### config.mk
export PLATFORM = sky130hd
export DESIGN_NAME = wb_mem_arbiter
export DESIGN_NICKNAME = d
export VERILOG_FILES = /design/src/rtl/wb_mem_arbiter.sv
export SDC_FILE = /design/constraint.sdc
export NUM_CORES = 1
export LEC_CHECK = 0
export ABC_AREA = 0
export BUFFER_PORTS_ARGS = -buffer_cell sky130_fd_sc_hd__buf_4
export CORE_AREA = 4 4 117 119
export CTS_CLUSTER_SIZE = 20
export DETAILED_ROUTE_END_ITERATION = 16
export DIE_AREA = 0 0 121 123
export GPL_TIMING_DRIVEN = 0
export PLACE_DENSITY = 0.71
export SLEW_MARGIN = 20
export SYNTH_ARGS = -nofsm -noshare
export SYNTH_HDL_FRONTEND = slang
export SYNTH_SLANG_ARGS = --single-unit
### constraint.sdc
create_clock -name clk -period 2.4 [get_ports clk]
set_clock_uncertainty 0.1 [all_clocks]
set_input_delay 0.36 -clock clk [delete_from_list [all_inputs] [get_ports clk]]
set_output_delay 0.36 -clock clk [all_outputs]
set_load 0.005 [all_outputs]
### src/rtl/wb_mem_arbiter.sv
// wb_mem_arbiter: round-robin arbiter sharing one Wishbone memory between instruction and data ports,
// with per-transfer timeout, abort handling and a contention counter.
module wb_mem_arbiter #(
   parameter int TIMEOUT = 255,
   parameter int CNT_W   = 32
) (
   input  logic             clk,
   input  logic             rst_n,
   input  logic [31:0]      iwb_adr_i,
   input  logic             iwb_cyc_i,
   input  logic             iwb_stb_i,
   output logic [31:0]      iwb_dat_o,
   output logic             iwb_ack_o,
   output logic             iwb_err_o,
   input  logic [31:0]      dwb_adr_i,
   input  logic [31:0]      dwb_dat_i,
   input  logic             dwb_we_i,
   input  logic [3:0]       dwb_sel_i,
   input  logic             dwb_cyc_i,
   input  logic             dwb_stb_i,
   output logic [31:0]      dwb_dat_o,
   output logic             dwb_ack_o,
   output logic             dwb_err_o,
   output logic [31:0]      mem_adr_o,
   output logic [31:0]      mem_dat_o,
   output logic             mem_we_o,
   output logic [3:0]       mem_sel_o,
   output logic             mem_cyc_o,
   output logic             mem_stb_o,
   input  logic [31:0]      mem_dat_i,
   input  logic             mem_ack_i,
   input  logic             mem_err_i,
   output logic [CNT_W-1:0] contention_cnt
);
   localparam int WW = (TIMEOUT < 1) ? 1 : $clog2(TIMEOUT + 1);
   typedef enum logic [1:0] {IDLE, GNT_I, GNT_D} state_t;
   state_t        state, state_nxt;
   logic          last_d, last_d_nxt;
   logic [WW-1:0] wait_cnt;
   logic          i_req, d_req, gnt_i, gnt_d, own_cyc, tout, active, ack, err;
   assign i_req   = iwb_cyc_i & iwb_stb_i;
   assign d_req   = dwb_cyc_i & dwb_stb_i;
   assign gnt_i   = state == GNT_I;
   assign gnt_d   = state == GNT_D;
   assign own_cyc = gnt_i ? iwb_cyc_i : (gnt_d & dwb_cyc_i);
   // A real memory response in the last allowed cycle still wins over the timeout.
   assign tout    = (gnt_i | gnt_d) && wait_cnt == WW'(TIMEOUT) && !mem_ack_i && !mem_err_i;
   assign active  = own_cyc & ~tout;
   assign err     = own_cyc & (tout | mem_err_i);
   assign ack     = active & mem_ack_i & ~mem_err_i;
   assign mem_cyc_o = active;
   assign mem_stb_o = active;
   assign mem_adr_o = gnt_d ? dwb_adr_i : (gnt_i ? iwb_adr_i : '0);
   assign mem_dat_o = gnt_d ? dwb_dat_i : '0;
   assign mem_we_o  = gnt_d & dwb_we_i;
   assign mem_sel_o = gnt_d ? dwb_sel_i : (gnt_i ? 4'hF : 4'h0);
   assign iwb_dat_o = gnt_i ? mem_dat_i : '0;
   assign dwb_dat_o = gnt_d ? mem_dat_i : '0;
   assign iwb_ack_o = gnt_i & ack;
   assign dwb_ack_o = gnt_d & ack;
   assign iwb_err_o = gnt_i & err;
   assign dwb_err_o = gnt_d & err;
   always_comb begin
      state_nxt  = state;
      last_d_nxt = last_d;
      if (state == IDLE) begin
         if (i_req & d_req) state_nxt = last_d ? GNT_I : GNT_D;
         else if (d_req)    state_nxt = GNT_D;
         else if (i_req)    state_nxt = GNT_I;
      end else if (!own_cyc) begin
         state_nxt = IDLE;
      end else if (ack | err) begin
         state_nxt  = IDLE;
         last_d_nxt = gnt_d;
      end
   end
   always_ff @(posedge clk or negedge rst_n) begin
      if (!rst_n) begin
         state          <= IDLE;
         last_d         <= 1'b0;
         wait_cnt       <= '0;
         contention_cnt <= '0;
      end else begin
         state          <= state_nxt;
         last_d         <= last_d_nxt;
         wait_cnt       <= (state == IDLE || state_nxt == IDLE) ? '0 : wait_cnt + 1'b1;
         contention_cnt <= contention_cnt + CNT_W'(state == IDLE && i_req && d_req);
      end
   end
endmodule

# After elaboration in Yosys (flattened, before gate mapping)
# Index checks and enable logic that the tools add are counted.
# Widths: inputs -> output; s select.
[word_totals]
regBits = 43
latchBits = 0
mem_bits_rw = 0
romBits = 0
inputBits = 141
output_inout_bits = 171
word_cells = 55
n_memories = 0
[op_classes]
addsub = 2
mul = 0
div_mod_pow = 0
n_lt_le_gt_ge = 0
n_eq_ne = 3
shifts = 0
n_mux = 16
bitwise = 19
n_reduce_logical = 11
[ops]
columns = ["cell", "count"]
rows = [
  ["$mux 32", 5],
  ["$add 32x1->32", 1],
  ["$mux 2", 7],
  ["$and 1x1->1", 13],
  ["$add 8x1->8 const B", 1],
  ["$eq 8x8->1 const B", 1],
  ["$mux 4", 2],
  ["$mux 8", 1],
  ["$logic_and 1x1->1", 5],
  ["$logic_not 2->1", 2],
  ["$not 1->1", 3],
  ["$or 1x1->1", 3],
  ["$reduce_and 3->1", 1],
  ["$eq 2x1->1 const B", 1],
  ["$eq 2x2->1 const B", 1],
  ["$logic_not 1->1", 2],
  ["$logic_or 1x1->1", 1],
  ["$mux 1", 1],
]

# Longest topological paths before layout
# Gate-level depths: netlist (run 1).
[logic_depth]
word_depth = 16
ltp_mapped = 10
mapped_depth_nobuf = 10

# Worst setup path before layout (run 1)
# No wires, ideal clock.
[synth_timing]
path_kind = "register to register"
startpoint = "reg state[0]"
endpoint = "reg contention_cnt[22]"
setup_time_ps = 124
arrival_time_ps = 2023
path_slack_ps = 153
path_stages_with_launch = 11
synth_period_minus_slack_ps = 2247
path_cell_list = "dfrtp_1 -> inv_1 -> ha_1 -> nand3_1 -> nor2_1 -> ha_1 -> ha_1 -> nand3_1 -> nor2_1 -> nand4_1 -> xnor2_1"
[synth_via]
elab_chain_cells = 4
[synth_rtl]
columns = ["item", "line_no", "source"]
rows = [
  ["start, declared", "37", "state_t state, state_nxt;"],
  ["start signal, assigned", "84", "state <= state_nxt;"],
  ["$logic_not 2->1", "87", "contention_cnt <= contention_cnt + CNT_W'(state == IDLE && i_req && d_req);"],
  ["$logic_and 1x1->1 (2 in series)", "87", ""],
  ["$add 32x1->32", "87", ""],
  ["end signal, assigned", "87", ""],
  ["end, declared", "33", "output logic [CNT_W-1:0] contention_cnt"],
]
# Every way passes these cells.
# A chain may end at the register's enable or synchronous reset.

# Worst setup path in the final report (run 1)
[layout_timing]
startpoint = "reg state[0]"
endpoint = "out mem_adr_o[27]"
[layout_via]
elab_chain_cells = 3
word_cells_on_any_way = 4
cone_classes = "2 x eq/ne; 2 x mux"
[layout_rtl]
columns = ["item", "line_no", "source"]
rows = [
  ["$eq 2x1->1", "43", "assign gnt_i = state == GNT_I;"],
  ["$mux 32", "53", "assign mem_adr_o = gnt_d ? dwb_adr_i : (gnt_i ? iwb_adr_i : '0);"],
  ["$mux 32 (*)", "53", ""],
  ["end, declared", "24", "output logic [31:0] mem_adr_o,"],
]
# Mark *: on every way between the ends. The rest lies on a longest branch, timed or not.

==> results of run 1 <==
[cells by family after synthesis]
family / share of synthesized area (%)
multiplexers: 0.366
AND/OR/NAND/NOR: 36.2
adder cells (fa/ha/maj): 2.44
buffers and inverters: 3.62
XOR/XNOR: 10.2
AO/OA/AOI/OAI: 12.2
flip-flops: 34.9
[metrics by stage]
step                      area, sq um  setup WS (ns)  std cells  hold slack, ns  utilization [%]
after floorplan                  3080          0.153        347         -0.0356                -
after global placement           5630         -0.288        830           0.269             44.8
after detailed placement         5630         -0.416        830           0.285             44.8
after CTS                        5830        -0.0467        839           0.363             46.4
after global routing             5920        -0.0270        842           0.388             47.1
final                            5920         0.0561        842           0.368             47.1
[cells in the mapped netlist]
master and number:
nor2b_1 1, nand4_2 1, a211o_1 1, nor4_1 3, buf_4 1, nand4_4 1
and2_1 99, xnor2_1 23, clkbuf_1 14, ha_1 6, o21ai_0 2, nand2b_1 2
buf_2 5, nand3_2 2, a221oi_1 1, a22o_1 32, nor3_1 3, a22oi_1 1
nand3b_1 1, dfrtp_1 43, inv_1 6, and3_2 1, nor4_4 1, a21o_1 5
a21oi_1 2, xor2_1 13, and3_1 3, nand2_1 16, o21a_1 1, a31oi_1 1
nor2_1 23, nor3_4 1, buf_1 1, nand4_1 16, nand3_1 14, mux2_2 1
[worst max-delay path: cells and delay by family, from the launching register on]
| kind | cells | cell delay, ns |
|---|---|---|
| simple gates | 1 | 0.13 |
| fa+ha+maj | 1 | 0.18 |
| compound gates | 1 | 0.19 |
| buf+inv | 4 | 0.66 |
| flops | 1 | 0.44 |
[power by group through the flow]
stage	logic (mW)	clock network, mW	registers (mW)
after floorplan	1.10	0	0.822
final	2.91	0.646	0.837
after global placement	2.77	0	0.825
after detailed placement	2.79	0	0.830
after CTS	2.85	0.665	0.821
after global routing	3.15	0.693	0.842
[layer usage]
layer	vias to the layer above	global-route usage [%]
li1	1822	-
met4	0	4.96
met5	-	0
met3	20	7.59
met1	1843	24.3
met2	169	33.1
[cell usage in the layout, fill, tap and decap left out, types with 2 or more instances in the layout]
cell and count:
a21o_1 5, nand4_1 16, nand3_1 13, a22o_1 32, a21oi_1 2, clkbuf_16 5, dfrtp_1 42, buf_4 320
clkbuf_2 5, xnor2_1 23, nor3_1 3, ha_4 4, o21ai_0 2, inv_1 4, nor2_1 20, nand2b_1 2
and2_1 99, clkbuf_1 8, nand3_2 2, xor2_1 13, nand2_1 16, and3_1 3, nor2_2 2, nor4_1 3
clkbuf_4 2
[flip-flops by register name, summed over array words and instances (netlist names)]
register and flops:
contention_cnt 32, last_d 1, wait_cnt 8, state 2
[worst min path at each step]
stage                                         endpoint       from
after floorplan            contention_cnt[0]$_DFF_PN0_      rst_n
after global placement    contention_cnt[31]$_DFF_PN0_      rst_n
after detailed placement  contention_cnt[31]$_DFF_PN0_      rst_n
after CTS                           state[1]$_DFF_PN0_  iwb_stb_i
after global routing                state[1]$_DFF_PN0_  iwb_stb_i
final                               state[1]$_DFF_PN0_  iwb_stb_i
[timing repair]
item	4_1_cts	5_1_grt
hold endpoints to repair	43	0
gates resized for setup	20	19
setup endpoints to repair	114	122
buffers inserted	1	3
pin swaps	1	2
hold buffers	1	0
[layout make-up]
type / count / share of cell area [%]
Buffer: 20 / 1.97
Clock buffer: 7 / 2.24
Clock inverter: 1 / 0.0846
Inverter: 6 / 0.423
Multi-Input combinational cell: 277 / 33.3
Sequential cell: 43 / 18.2
Tap cell: 172 / 3.64
Timing Repair Buffer: 316 / 40.1
==> results.sh, run 1 <==
export IMPL_die_x_um=121
export IMPL_top_layer="met4"
export IMPL_setup_worst_path_start="state[0]$_DFF_PN0_"
export IMPL_power_density_mw_per_mm2=742
export IMPL_worstReg2RegStart="state[1]$_DFF_PN0_"
export IMPL_first_pass_iters=4
export IMPL_synthToLayoutAreaGrowth_pct=92.1
export IMPL_dieArea_sq_mm=0.0149
export IMPL_clockBufferDepth=2
export IMPL_seq_power_share_pct=19.1
export IMPL_wl_per_cell_um=19.2
export IMPL_path_class="reg -> out"
export IMPL_ys_ff_latch=43
export IMPL_peakVddDrop_mv=0.379
export IMPL_syn_inst=347
export IMPL_critPathSlowestCell="dfrtp_2"
export IMPL_yosysUniqueCellTypes=36
export IMPL_numCtsBuffers=5
export IMPL_mappedNetlistArea_sq_mm=0.00308
export IMPL_p_leak_nw=3.17
export IMPL_wl_met3_um=1710
export IMPL_routed_wl_um=16100
export IMPL_crit_end="mem_adr_o[27]"
export IMPL_final_setup_tns_ns=0
export IMPL_grt_pass1_wl_um=22800
export IMPL_grt_max_degree=44
export IMPL_switching_power_mw=1.61
export IMPL_hold_class="in -> reg"
export IMPL_finalMaxSlewViolations=0
export IMPL_crit_path_cell_trace="buf_4 > ha_4 > nor2b_1 > clkbuf_4 > buf_4 > a22o_1 > buf_4"
export IMPL_io_buffer_count=311
export IMPL_cts_tree="done"
export IMPL_swShare_pct=36.6
export IMPL_drc_errors=0
export IMPL_grt_antenna_before_repair=0
export IMPL_num_vias=3854
export IMPL_comb_power_share_pct=66.2
export IMPL_cp_max_fo=10
export IMPL_hold_depth=3
export IMPL_vias_per_cell=4.58
export IMPL_ys_seq_area_share_pct=34.9
export IMPL_setup_violations=0
export IMPL_grt_pass1_vias=3823
export IMPL_synth_top_cell_by_area="dfrtp_1"
export IMPL_endpoint_kind="primary output"
export IMPL_wl_met1_um=6370
export IMPL_min_period_ns=2.34
export IMPL_cts_sinks=43
export IMPL_reg2regPathDepth=10
export IMPL_yosys_warnings=0
export IMPL_row_count=41
export IMPL_multiInputGateArea_sq_mm=0.00197
export IMPL_fmax_mhz=427
export IMPL_r2r_slack_ns=0.14
export IMPL_slew_headroom_pct=63.9
export IMPL_hold_viol=0
export IMPL_rsz0062_at_grt="yes"
export IMPL_synth_area_top_cells="dfrtp_1, and2_1, a22o_1, xnor2_1, xor2_1"
export IMPL_postSynthAreaPerCell_sq_um=8.87
export IMPL_crit_top_cell="buf_4"
export IMPL_max_cap_violations=0
export IMPL_cts_max_level=2
export IMPL_max_stage_delay_ns=0.44
export IMPL_start_util_pct=24.5
export IMPL_coreArea_sq_mm=0.0126
export IMPL_cts_root_buf="clkbuf_16"
export IMPL_critPathRequiredTime_ns=1.94
export IMPL_gr_total_overflow=0
export IMPL_io_pins=312
export IMPL_antenna_left=0
export IMPL_final_layout_size_suffix_gt1_share_pct=53.0
export IMPL_drt_iter0_markers=148
export IMPL_worstReg2RegEnd="contention_cnt[31]$_DFF_PN0_"
export IMPL_nets=816
export IMPL_clk_latency_ns=0.28
export IMPL_cp_arrival_ns=1.88
export IMPL_seq_area_sq_mm=0.00108
export IMPL_syn_nets=494
export IMPL_status="finished, final reports clean"
export IMPL_p_total_mw=4.39
export IMPL_place_hpwl_um=13700
export IMPL_nFillCells=1227
export IMPL_antenna_cells=0
export IMPL_path_clk_slew_ns=0.06
export IMPL_wl_met2_um=7720
export IMPL_die_h_um=123
export IMPL_synth_top_area_share_pct=34.9
export IMPL_clkPwrFrac_pct=14.7
export IMPL_grtUsageTotal_pct=19.9
export IMPL_internal_power_mw=2.78
export IMPL_worstMarginPinSlew_ns=0.542
export IMPL_gp_congestion=0.950
export IMPL_period_share_pct=97.7
export IMPL_crit_path_start_kind="flip-flop"
(Power assumes the default switching activity.)
==> run 2, diff against run 1 <==
--- a/config.mk
+++ b/config.mk
@@ -13,6 +13,7 @@
 export DIE_AREA = 0 0 121 123
 export GPL_TIMING_DRIVEN = 0
 export PLACE_DENSITY = 0.71
+export REMOVE_ABC_BUFFERS = 1
 export SLEW_MARGIN = 20
 export SYNTH_ARGS = -nofsm -noshare
 export SYNTH_HDL_FRONTEND = slang
==> results.sh, run 2 (synthesis gave the netlist of run 1 again) <==
export IMPL_cp_arrival_ns=1.90
export IMPL_placed_cells=811
export IMPL_die_x_um=121
export IMPL_reg_top3="contention_cnt (32), wait_cnt (8), state (2)"
export IMPL_start_util_pct=24.5
export IMPL_setup_violations=0
export IMPL_power_density_mw_per_mm2=807
export IMPL_path_class="reg -> out"
export IMPL_synthToLayoutAreaGrowth_pct=96.7
export IMPL_numCtsBuffers=5
export IMPL_rsz0062_at_grt="yes"
export IMPL_row_count=41
export IMPL_crit_path_start_kind="flip-flop"
export IMPL_fmax_mhz=424
export IMPL_grt_pass1_vias=3894
export IMPL_status="finished, final reports clean"
export IMPL_grt_pass1_wl_um=24900
export IMPL_grt_util_met3_pct=6.59
export IMPL_dieArea_sq_mm=0.0149
export IMPL_routed_wl_um=18500
export IMPL_drt_iter0_markers=199
export IMPL_clk_latency_ns=0.28
export IMPL_cts_sinks=43
export IMPL_gp_congestion=0.981
export IMPL_drc_errors=0
export IMPL_wl_per_cell_um=22.1
export IMPL_io_buffer_count=311
export IMPL_fin_hold_ws_ns=0.367
export IMPL_path_clk_slew_ns=0.06
export IMPL_grt_antenna_before_repair=2
export IMPL_max_cap_violations=0
export IMPL_gr_usage_met1_pct=28.7
export IMPL_min_period_ns=2.36
export IMPL_peakVddDrop_mv=0.442
export IMPL_nets=805
export IMPL_slew_headroom_pct=64.7
export IMPL_critPathRequiredTime_ns=1.94
export IMPL_io_pins=312
export IMPL_mostFrequentLayoutCells="buf_4, and2_1, dfrtp_1, a22o_1, xnor2_1"
export IMPL_period_share_pct=98.2
export IMPL_coreArea_sq_mm=0.0126
export IMPL_cts_root_buf="clkbuf_16"
export IMPL_grt_max_degree=72
export IMPL_top_register="contention_cnt"
export IMPL_gr_total_overflow=0
export IMPL_vias_per_cell=4.61
export IMPL_cp_max_fo=36
export IMPL_grt_use_met2_pct=40.3
export IMPL_layout_cells_most_common="buf_4"
export IMPL_finalMaxSlewViolations=0
export IMPL_die_h_um=123
export IMPL_hold_viol=0
export IMPL_clockBufferDepth=2
export IMPL_num_vias=3856
export IMPL_grtUsageTotal_pct=22.8
export IMPL_final_layout_size_suffix_gt1_share_pct=54.2
export IMPL_antenna_left=0
export IMPL_nFillCells=1225
export IMPL_final_cells=836
export IMPL_hold_class="in -> reg"
export IMPL_first_pass_iters=4
export IMPL_largest_reg_flops=32
export IMPL_endpoint_kind="primary output"
export IMPL_cts_max_level=2
export IMPL_grt_busiest_layer="met2"
export IMPL_worstMarginPinSlew_ns=0.530
export IMPL_cts_tree="done"
export IMPL_p_leak_nw=3.21
export IMPL_place_hpwl_um=15200
## run 2: cell types whose count changed in the layout (fill, tap and decap cells not counted), sizes merged
cell	delta
clkinvlp	+1
clkbuf	-14
clkinv	-1
buf	+1
diode	+5
bufinv	+2
## run 2: through the flow
step | utilization (%) | worst slack (ns) | TNS [ns] | area, sq um | total power, mW
3_3_place_gp | 44.1 | -3.37 | -229.40 | 5540 | 3.62
6_report | 48.2 | 0.0422 | 0 | 6060 | 4.89
4_1_cts | 47.4 | 0.00511 | 0 | 5960 | 4.81
2_1_floorplan | - | -1.19 | -66.17 | 2990 | 1.85
5_1_grt | 48.1 | -0.0731 | -0.215 | 6040 | 5.15
3_5_place_dp | 44.7 | -0.530 | -23.76 | 5620 | 3.73
## run 2: metal layers
metal  share of wire (%)  vias up
met2                  50      166
met1                  40     1861
li1                    -     1813
met3                  10       12
met4                0.47        4
met5                0.14        -
## run 2: path summary, 6_finish.rpt
path | startpoint | end | slack, ns | depth (start not counted)
setup / recovery | state[0]$_DFF_PN0_ | mem_adr_o[28] | 0.04 | 7
hold / removal | iwb_stb_i | state[1]$_DFF_PN0_ | 0.37 | 3
setup reg to reg | state[1]$_DFF_PN0_ | contention_cnt[9]$_DFF_PN0_ | 0.08 | 10
hold reg to reg | contention_cnt[31]$_DFF_PN0_ | contention_cnt[31]$_DFF_PN0_ | 0.38 | 1
max in group asynchronous | rst_n | state[0]$_DFF_PN0_ | 1.31 | 2
min in group asynchronous | rst_n | contention_cnt[17]$_DFF_PN0_ | 0.50 | 2
## run 2: repair_timing
item / CTS / global route
setup buffers: 6 / 4
endpoints found under the setup margin: 107 / 35
hold endpoints to repair: 43 / 0
pin swaps: 3 / 5
gates resized for setup: 20 / 4
cloned: 0 / 1
hold buffers: 1 / 0
## run 2: critical path, cell delays in order (launching register included)
cell and delay (ns):
dfrtp_2 0.42, inv_4 0.07, ha_4 0.18, buf_16 0.18, nor2b_4 0.17, buf_16 0.19
a22o_1 0.23, buf_4 0.15
## run 2: cell type report
class                   instances  area (sq um)  share of cell area (%)
diodes                          5          12.5                   0.207
clock buffers                   5           125                    2.07
clock inverters                 3          67.6                    1.12
inverters                       6          27.5                   0.454
multi-input cells             277          2020                    33.3
flip-flops and latches         43          1080                    17.8
well taps                     172           215                    3.55
repair buffers                325          2510                    41.5
## run 2: report_power, final
group	internal [mW]	switching, mW
Clock	0.596	0.276
Combinational	1.73	1.44
Sequential	0.773	0.0749
